<file path="src/rtl/uart_tx_fifo.sv">
// Byte FIFO between the CPU write path and uart_tx. It queues up to DEPTH bytes and
// launches each one into the transmitter's en/data/busy handshake.
module uart_tx_fifo #(
  parameter int unsigned DEPTH  = 4,
  parameter int unsigned THRESH = 1,
  parameter int unsigned CW     = $clog2(DEPTH + 1)
) (
  input  logic          clk,
  input  logic          rstn,
  input  logic          push,
  input  logic [7:0]    push_data,
  input  logic          flush,
  input  logic          ovf_clr,
  output logic          tx_en,
  output logic [7:0]    tx_data,
  input  logic          tx_busy,
  output logic [CW-1:0] count,
  output logic          full,
  output logic          empty,
  output logic          overflow,
  output logic          irq_low,
  output logic          idle
);

  localparam int unsigned PW = $clog2(DEPTH);

  if (DEPTH < 2 || DEPTH > 16 || (DEPTH & (DEPTH - 1)) != 0) begin : g_bad_depth
    $error("uart_tx_fifo: DEPTH must be a power of two in 2..16");
  end
  if (THRESH >= DEPTH) begin : g_bad_thresh
    $error("uart_tx_fifo: THRESH must be below DEPTH");
  end

  typedef enum logic [1:0] {StIdle, StLaunch, StHold, StWait} state_e;

  state_e        state_q, state_d;
  logic [PW-1:0] wr_ptr_q, wr_ptr_d;
  logic [PW-1:0] rd_ptr_q, rd_ptr_d;
  logic [CW-1:0] count_q, count_d;
  logic          tx_en_q, tx_en_d;
  logic [7:0]    tx_data_q, tx_data_d;
  logic          overflow_q, overflow_d;
  logic [7:0]    mem_q [DEPTH];

  logic pop;
  logic push_ok;
  logic push_drop;

  always_comb begin
    // Flush suppresses both the pop and the push of the same cycle.
    pop       = (state_q == StIdle) && (count_q != '0) && !tx_busy && !flush;
    push_ok   = push && !flush && ((count_q < CW'(DEPTH)) || pop);
    push_drop = push && !flush && !push_ok;

    wr_ptr_d = wr_ptr_q;
    rd_ptr_d = rd_ptr_q;
    count_d  = count_q;
    if (flush) begin
      wr_ptr_d = '0;
      rd_ptr_d = '0;
      count_d  = '0;
    end else begin
      if (push_ok) wr_ptr_d = wr_ptr_q + PW'(1);
      if (pop)     rd_ptr_d = rd_ptr_q + PW'(1);
      if (push_ok && !pop) begin
        count_d = count_q + CW'(1);
      end else if (pop && !push_ok) begin
        count_d = count_q - CW'(1);
      end
    end

    if (push_drop) begin
      overflow_d = 1'b1;
    end else if (ovf_clr) begin
      overflow_d = 1'b0;
    end else begin
      overflow_d = overflow_q;
    end

    tx_en_d   = pop;
    tx_data_d = pop ? mem_q[rd_ptr_q] : tx_data_q;

    state_d = state_q;
    unique case (state_q)
      StIdle:   if (pop) state_d = StLaunch;
      StLaunch: state_d = StHold;
      // tx_busy only rises the cycle after tx_en, so HOLD skips looking at it.
      StHold:   state_d = StWait;
      StWait:   if (!tx_busy) state_d = StIdle;
      default:  state_d = StIdle;
    endcase
  end

  always_ff @(posedge clk or negedge rstn) begin
    if (!rstn) begin
      state_q    <= StIdle;
      wr_ptr_q   <= '0;
      rd_ptr_q   <= '0;
      count_q    <= '0;
      tx_en_q    <= 1'b0;
      tx_data_q  <= '0;
      overflow_q <= 1'b0;
    end else begin
      state_q    <= state_d;
      wr_ptr_q   <= wr_ptr_d;
      rd_ptr_q   <= rd_ptr_d;
      count_q    <= count_d;
      tx_en_q    <= tx_en_d;
      tx_data_q  <= tx_data_d;
      overflow_q <= overflow_d;
    end
  end

  // Storage array carries no reset; count gates every read.
  always_ff @(posedge clk) begin
    if (push_ok) mem_q[wr_ptr_q] <= push_data;
  end

  always_comb begin
    tx_en    = tx_en_q;
    tx_data  = tx_data_q;
    count    = count_q;
    overflow = overflow_q;
    full     = (count_q == CW'(DEPTH));
    empty    = (count_q == '0);
    irq_low  = (count_q <= CW'(THRESH));
    idle     = empty && (state_q == StIdle) && !tx_busy;
  end

endmodule

</file>
<file path="config.mk">
export PLATFORM = sky130hd
export DESIGN_NAME = uart_tx_fifo
export DESIGN_NICKNAME = d
export VERILOG_FILES = /design/src/rtl/uart_tx_fifo.sv
export SDC_FILE = /design/constraint.sdc
export NUM_CORES = 1
export LEC_CHECK = 0
export BUFFER_PORTS_ARGS = -buffer_cell sky130_fd_sc_hd__buf_4
export CORE_MARGIN = 2
export CORE_UTILIZATION = 56
export CTS_CLUSTER_SIZE = 14
export DETAILED_ROUTE_END_ITERATION = 7
export PLACE_DENSITY = 0.86
export SLEW_MARGIN = 20
export SYNTH_ARGS = -nofsm -noshare
export SYNTH_HDL_FRONTEND = slang
export SYNTH_SLANG_ARGS = --single-unit
</file>
<file path="constraint.sdc">
create_clock -name clk -period 2.01 [get_ports clk]
set_input_delay 0.1005 -clock clk [delete_from_list [all_inputs] [get_ports clk]]
set_output_delay 0.1005 -clock clk [all_outputs]
set_load 0.005 [all_outputs]
</file>
* Word-level counts from Yosys, hierarchy flattened
Memory sizes are Yosys's and may differ from the RTL's. A register that Yosys moved wholly into a read port is not among the register bits.
Index checks and enable logic that the tools add are counted.
** Storage, ports and cells
- Register bits after elaboration :: 11
- Latch bits :: 0
- Bits in writable memories :: 32
- Memory bits (read-only) :: 0
- Input port bits :: 14
- Output and inout bits :: 17
- Word-level logic and storage cells :: 57
- Memories kept :: 1
** Cells by class
- Add/sub/neg operators :: 4
- Multiply operators :: 0
- Divide/modulo/power cells :: 0
- Order comparisons :: 2
- Equality and inequality tests :: 6
- Shift-type cells :: 0
- Mux-type cells :: 14
- Bitwise logic cells :: 0
- Reduce and logical (&&, ||, !) cells :: 24
** Memory list
- mem_q :: words 4, width 8, rd ports 1, clocked after memory_dff 1, write ports 1, RTL line 43 : logic [7:0] mem_q [DEPTH];
** Operators with widths (count)
- $mux W2 :: 6
- $logic_and A1 B1 Y1 :: 10
- $mux W3 :: 3
- $pmux W2 S4 :: 1
- $reduce_bool A2 Y1 :: 3
- $reduce_bool A3 Y1 :: 2
- $logic_not A1 Y1 :: 5
- $add A2 B1 Y2 const B :: 2
- $eq A2 B2 Y1 const B :: 2
- $mux W1 :: 4
- $ne A2 B2 Y1 const B :: 2
- $add A3 B1 Y3 const B :: 1
- $eq A3 B3 Y1 const B :: 1
- $le A3 B1 Y1 const B :: 1
- $logic_not A3 Y1 :: 1
- $lt A3 B3 Y1 const B :: 1
- $sub A3 B1 Y3 const B :: 1
- $eq A2 B1 Y1 const B :: 1
- $logic_not A2 Y1 :: 1
- $reduce_and A2 Y1 :: 1
- $logic_or A1 B1 Y1 :: 1

* Longest topological paths before layout
Gate-level depths: netlist of run 1.
- Depth in word-level cells :: 11
- Depth in mapped cells :: 7
- Gate-level depth less buffers :: 6

* Worst setup path after synthesis of run 1
No wires, ideal clock.
- Kind :: reg2reg
- Start point :: register state_q[0]
- End point :: memory mem_q[1][0], enable pin
- Library setup time :: 0.332 ns
- Arrival time :: 1.452 ns
- Required time :: 1.678 ns
- Path slack :: 0.226 ns
- Cell stages (with the launch flop) :: 7
- Path buffers :: 1
- Clock period less this slack :: 1.784 ns
- Cell sequence :: dfrtp_1 inv_1 ha_1 nand2b_1 buf_2 a21oi_1 and2_1
** On the way
- Longest elaborated chain between the ends :: 8
** Ends and longest elaborated chain
- start, declared :: RTL line 36 : state_e state_q, state_d;
- start signal, assigned :: RTL line 96 : state_q <= StIdle;
- start signal, assigned :: RTL line 104 : state_q <= state_d;
- $logic_not A2 Y1 :: RTL line 51 : pop = (state_q == StIdle) && (count_q != '0) && !tx_busy && !flush;
- $logic_and A1 B1 Y1 (3 in a row) :: RTL line 51
- $logic_or A1 B1 Y1 :: RTL line 52 : push_ok = push && !flush && ((count_q < CW'(DEPTH)) || pop);
- $logic_and A1 B1 Y1 :: RTL line 52
- $mux W1 :: RTL line 116 : if (push_ok) mem_q[wr_ptr_q] <= push_data;
- $mux W1 (implied by the code) :: RTL line 116
- end, declared :: RTL line 43
No other way between the ends.

* Worst setup path after layout of run 1
- Start point :: register state_q[0]
- End point :: memory mem_q[0][2], enable pin
The elaborated chain is that of the path after synthesis.

==> impl_metrics.ini, run 1 <==
[synthesis]
yosys-top-cells-area = edfxtp_1, dfrtp_1, mux4_2, ha_1, mux2_2
synth_enable_flop_cells = 32
post-synth-top-count-cell = edfxtp_1
postSynthCellCount = 137
yosys.area.top_type = edfxtp_1
netlist.area_leader.share_pct = 42.9
yosys_most_used_dff = edfxtp_1
avgSynthCellArea_um2 = 16.4
synth_cell_type_count = 31
async_flop_share_pct = 37.3
synth_area_mm2 = 0.00224
ys_seq_area_share_pct = 64.1
ys_ff_latch = 51
synth_common_cells = edfxtp_1, dfrtp_1, ha_1
yosys_warnings = 0
syn_nets = 163

[timing]
worstMarginPinSlew_ps = 388
grt_setup_unrepaired = no
hold_viol = 0
setup-tns-final_ps = 0
maxSlewHeadroom_pct = 74.2
clock_skew_ps = 7.93
fin_crit_sh_pct = 90.0
fmax_mhz = 553
finalCriticalPeriod_ps = 1810
setup_violations = 0
slew_viol_final = 0

[drt]
ant_nets = 0
vias_per_cell = 5.40
wl_per_cell_um = 16.4
wl_um = 3810
drtPass1Iterations = 4
drc = 0
dr_total_vias = 1252
drtIter0Drc = 94

[clock_network]
clkSlewWorstSetupHoldPaths_ps = 90
clk_path_buf_depth = 2
cts_buffers = 5
clkLatencyLatePin_ps = 310
cts_root_buffer = clkbuf_8
cts_tree = done
cts.sinks = 51
htreeDepth = 2
postCtsSetupBuffers = 0

[pwr]
p_leak_nw = 1.10
ir_drop_mv = 0.652
powerDensity_mw_per_mm2 = 1040

[floorplanning]
die_area_mm2 = 0.00453
ios = 31
coreArea_mm2 = 0.00374
rows = 22
die_width_um = 67.3
start_util_pct = 59.9
die_h_um = 67.3

[critical_path]
end_kind = register
slowest_delay_ps = 400
critical_path.max_fanout = 8
worstPathArrival_ps = 1810
worstSetupPathType = register to register
crit_path_top_delay_cell = dfrtp_1
critPathLaunchType = register
crit_path_cell_trace = inv_1 > ha_1 > nand2b_1 > a21oi_1 > and2_2
critPathRequiredTime_ps = 2010

[placement]
hpwl_um = 2700
numPortBuffers = 30
placed_cell_area_mm2 = 0.00252
placed_cells_incl_taps = 214
place.gp.congestion = 0.833

[worst_hold_path]
hp-class = input port to register

[global_routing]
groute.usage.overall_pct = 18.8
grt_pass1_wl_um = 5980
grt_max_degree = 20
grt_overflow_total = 0
first_global_vias = 1261
grt_antenna_before_repair = 0

[finish]
area_growth_pct = 21.4
diodes = 0
layout-drive-gt1-share_pct = 37.0
final_nets = 209
finish.instance_area_mm2 = 0.00272
fin_cells = 232

[outcome]
outcome = completed

[job]
cap_violations = 0
state kept, by name, indices dropped and copies added (netlist names):
signal and flops:
rd_ptr_q 2, state_q 2, tx_en 1, tx_data 8
wr_ptr_q 2, mem_q 32, count 3, overflow 1
layout make-up:
cell class	count	area, um^2
clock buffers	5	68.8
clock inverters	3	23.8
fillers	251	1020
inverters	7	26.3
multi-input cells	73	743
flip-flops and latches	51	1440
well taps	48	60.1
repair buffers	45	363
stage by stage:
stage	util [%]	hold WS [ps]	total power, W	setup WS, ps
after floorplan	-	-195	0.00191	226
after global placement	67.4	-7.98	0.00219	199
after detailed placement	67.4	0.246	0.00224	89.0
after CTS	72.6	35.2	0.00284	73.2
after global routing	72.7	50.2	0.00299	61.7
final	72.7	41.6	0.00283	201
worst max-delay path: cells and delay by family, from the launching register on:
| kind | cells | cell delay (ps) |
|---|---|---|
| DFF | 1 | 400 |
| adders and majority gates | 1 | 200 |
| AOI/OAI and AO/OA | 1 | 350 |
| buffers and inverters | 1 | 120 |
| and+or+nand+nor | 2 | 430 |
where the power goes:
| group | leakage [nW] | internal (W) | switching, W |
|---|---|---|---|
| Combinational | 0.520 | 0.000478 | 0.000376 |
| Sequential | 0.535 | 0.00127 | 0.0000999 |
| Clock | 0.0461 | 0.000252 | 0.000355 |
| Total | 1.10 | 0.00200 | 0.000830 |
cell usage in the layout (no fill, tap or decap), drive strengths merged:
| cell | n |
|---|---|
| a211oi | 1 |
| a21boi | 1 |
| a21oi | 2 |
| a221oi | 1 |
| a311oi | 1 |
| and2 | 5 |
| buf | 35 |
| clkbuf | 5 |
| clkinv | 1 |
| clkinvlp | 1 |
| dfrtp | 19 |
| dlygate4sd3 | 10 |
| edfxtp | 32 |
| ha | 12 |
| inv | 8 |
| mux2 | 9 |
| mux2i | 2 |
| mux4 | 8 |
| nand2 | 3 |
| nand2b | 3 |
| nor2 | 7 |
| nor2b | 1 |
| nor3 | 5 |
| nor3b | 2 |
| o211a | 1 |
| o21a | 1 |
| o21ai | 2 |
| o21ba | 1 |
| o221a | 1 |
| o22ai | 1 |
| xnor2 | 3 |
repair_timing:
| item | 4_1_cts | 5_1_grt |
|---|---|---|
| hold endpoints to repair | 49 | 0 |
| resized for setup | 0 | 3 |
| endpoints found under the setup margin | 0 | 24 |
| hold buffers | 10 | 0 |
cell families (layout without fill, tap and decap cells):
logic type / count (synthesis) / in the layout / share of synthesized area [%]
DFF: 51 / 51 / 64.1
muxes: 19 / 19 / 13.4
and+or+nand+nor: 26 / 26 / 7.31
AOI/OAI and AO/OA: 13 / 13 / 4.35
adders and majority gates: 12 / 12 / 6.70
xor gates and xnor gates: 3 / 3 / 1.17
buffers and inverters: 13 / 60 / 2.96
final timing paths:
kind,startpoint,to,slack (ps),cells after the start
worst min register to register,tx_data[2],tx_data[2],510,1
min in group asynchronous,rstn,tx_data[6],200,2
max in group asynchronous,rstn,overflow,1590,2
worst min-delay path,flush,wr_ptr_q[0],40,2
worst max-delay path,state_q[0],mem_q[0][2],200,5
worst max register to register,state_q[0],mem_q[0][2],200,5
routing by layer:
metal  share of wire (%)  GRT usage, %  wire length, um  vias up
met4                 1.9          8.16               72        0
li1                    -             -                -      593
met2                  51          30.8             1940       35
met3                 4.4          4.33              166        9
met1                  43          24.1             1630      615
met5                   0             0                0        -
Note: power is estimated with default switching activity, not from simulation.
==> inputs of run 2 (changes only) <==
--- a/config.mk
+++ b/config.mk
@@ -11,4 +11,5 @@
 export CTS_CLUSTER_SIZE = 14
 export DETAILED_ROUTE_END_ITERATION = 7
+export MAX_ROUTING_LAYER = met4
 export PLACE_DENSITY = 0.86
 export SLEW_MARGIN = 20
==> constraint.sdc (replaced) <==
create_clock -name clk -period 2.01 [get_ports clk]
set_input_delay 0.402 -clock clk [delete_from_list [all_inputs] [get_ports clk]]
set_output_delay 0.402 -clock clk [all_outputs]
set_load 0.005 [all_outputs]
==> run 2 against run 1 <==
Net effect:
- first-iteration DRC count shrank 46%
- setup slack lost 170 ps
- sequential power is essentially flat
- count of clock-buffer cells in the layout grew 1
- clock skew shrank 2.6 ps
- register-to-register slack lost 90 ps
- flip-flop and latch count is the same
- sequential share of layout area grew 1.0 points
- cell area shrank 1.8%
- critical path depth grew 1
==> impl_metrics.ini, run 2 (synthesized netlist as in run 1, its figures left out) <==
[outcome]
outcome = completed

[timing]
slew_viol_final = 0
hold_viol = 0
fmax_mhz = 506
worstMarginPinSlew_ps = 415
finalCriticalPeriod_ps = 1980
maxSlewHeadroom_pct = 72.3
fin_crit_sh_pct = 98.4
clock_skew_ps = 5.37
setup_violations = 0
setup-tns-final_ps = 0

[critical_path]
critPathLaunchType = register
slowest_delay_ps = 410
crit_path_top_delay_cell = dfrtp_1
crit_path_cell_trace = inv_2 > ha_2 > nand2b_1 > buf_6 > nor3b_2 > buf_4
worstSetupPathType = register to primary output
worstPathArrival_ps = 1580
critical_path.max_fanout = 9
ff2ff_setup_slack_ps = 110
end_kind = primary output
critPathRequiredTime_ps = 1610

[drt]
wl_um = 3990
vias_per_cell = 5.52
drtPass1Iterations = 6
drtIter0Drc = 51
ant_nets = 0
dr_total_vias = 1253
wl_per_cell_um = 17.6
drc = 0

[pwr]
power.total_w = 0.00291
ir_drop_mv = 0.717
swShare_pct = 29.5
seqPwrFrac_pct = 47.0
switchingPower_w = 0.000859
p_clk_share_pct = 20.5
combPwrFrac_pct = 32.4
powerDensity_mw_per_mm2 = 1090
p_leak_nw = 1.08
p_int_w = 0.00205

[placement]
placed_cell_area_mm2 = 0.00252
hpwl_um = 2740
numPortBuffers = 30
placed_cells_incl_taps = 214
place.gp.congestion = 0.846

[finish]
area_growth_pct = 19.2
fin_cells = 227
final_cell_mix = buf_4, edfxtp_1, dfrtp_1
layout-drive-gt1-share_pct = 41.9
largest_reg_flops = 32
finish.instance_area_mm2 = 0.00267
final_nets = 204
top_register = mem_q
mostFrequentLayoutCell = buf_4
diodes = 0
fill_cells = 252
post-route-util_pct = 71.4

[clock_network]
cts.sinks = 51
clkSlewWorstSetupHoldPaths_ps = 90
htreeDepth = 2
clkLatencyLatePin_ps = 310
cts_buffers = 5
cts_root_buffer = clkbuf_8
cts_tree = done
clk_path_buf_depth = 2

[floorplanning]
die_width_um = 67.3
die_area_mm2 = 0.00453
ios = 31
die_h_um = 67.3
start_util_pct = 59.9
rows = 22
coreArea_mm2 = 0.00374

[global_routing]
groute.usage.overall_pct = 19.9
grt_max_degree = 20
grt_antenna_before_repair = 0
grt_pass1_wl_um = 6090
grt_overflow_total = 0
first_global_vias = 1273

[worst_hold_path]
hp-class = input port to register

[job]
cap_violations = 0
run 2: metrics by stage:
step,hold slack (ps),setup slack [ps]
finish,290,32.4
floorplan,106,226
detailed placement,301,82.1
CTS,284,-2.01
global placement,294,198
global route,272,-80.6
run 2: layer usage:
| metal | share of wire (%) | global-route usage (%) | wire (um) |
|---|---|---|---|
| met1 | 42 | 24.2 | 1690 |
| met4 | 1.4 | 6.12 | 57 |
| met2 | 52 | 31.8 | 2060 |
| met3 | 4.4 | 6.67 | 177 |
| met5 | 0 | - | 0 |
run 2: timing repair:
action                                  CTS  global route
setup buffers                             3             1
resized for setup                         1             8
hold endpoints to repair                 19             0
endpoints found under the setup margin    2            27
hold buffers                              1             0
run 2: critical path, delay by kind of cell, from the launching register on:
| kind | cells | cell delay, ps |
|---|---|---|
| fa+ha+maj | 1 | 190 |
| simple gates | 2 | 280 |
| flops | 1 | 410 |
| buf+inv | 3 | 400 |
run 2: final cells by class:
cell class	count	area, um^2	area share, %
multi-input combinational	73	749	28.0
clock inverter	2	16.3	0.609
inverter	7	26.3	0.983
timing repair buffer	40	310	11.6
clock buffer	6	72.6	2.72
sequential	51	1440	53.8
tap	48	60.1	2.25
run 2: final timing paths:
check | startpoint | endpoint | cells past startpoint
setup / recovery | state_q[0] | idle | 6
hold / removal | push_data[1] | mem_q[3][1] | 1
setup reg to reg | count[1] | tx_data[3] | 7
hold reg to reg | tx_data[7] | tx_data[7] | 1
max in group asynchronous | rstn | count[0] | 2
min in group asynchronous | rstn | tx_data[0] | 2
run 2: power by group through the flow:
| stage | logic, W | registers, W | clock network, W |
|---|---|---|---|
| floorplan | 0.000535 | 0.00137 | 0 |
| global placement | 0.000813 | 0.00138 | 0 |
| detailed placement | 0.000847 | 0.00139 | 0 |
| CTS | 0.000903 | 0.00137 | 0.000606 |
| global route | 0.00105 | 0.00139 | 0.000659 |
| finish | 0.000944 | 0.00137 | 0.000598 |
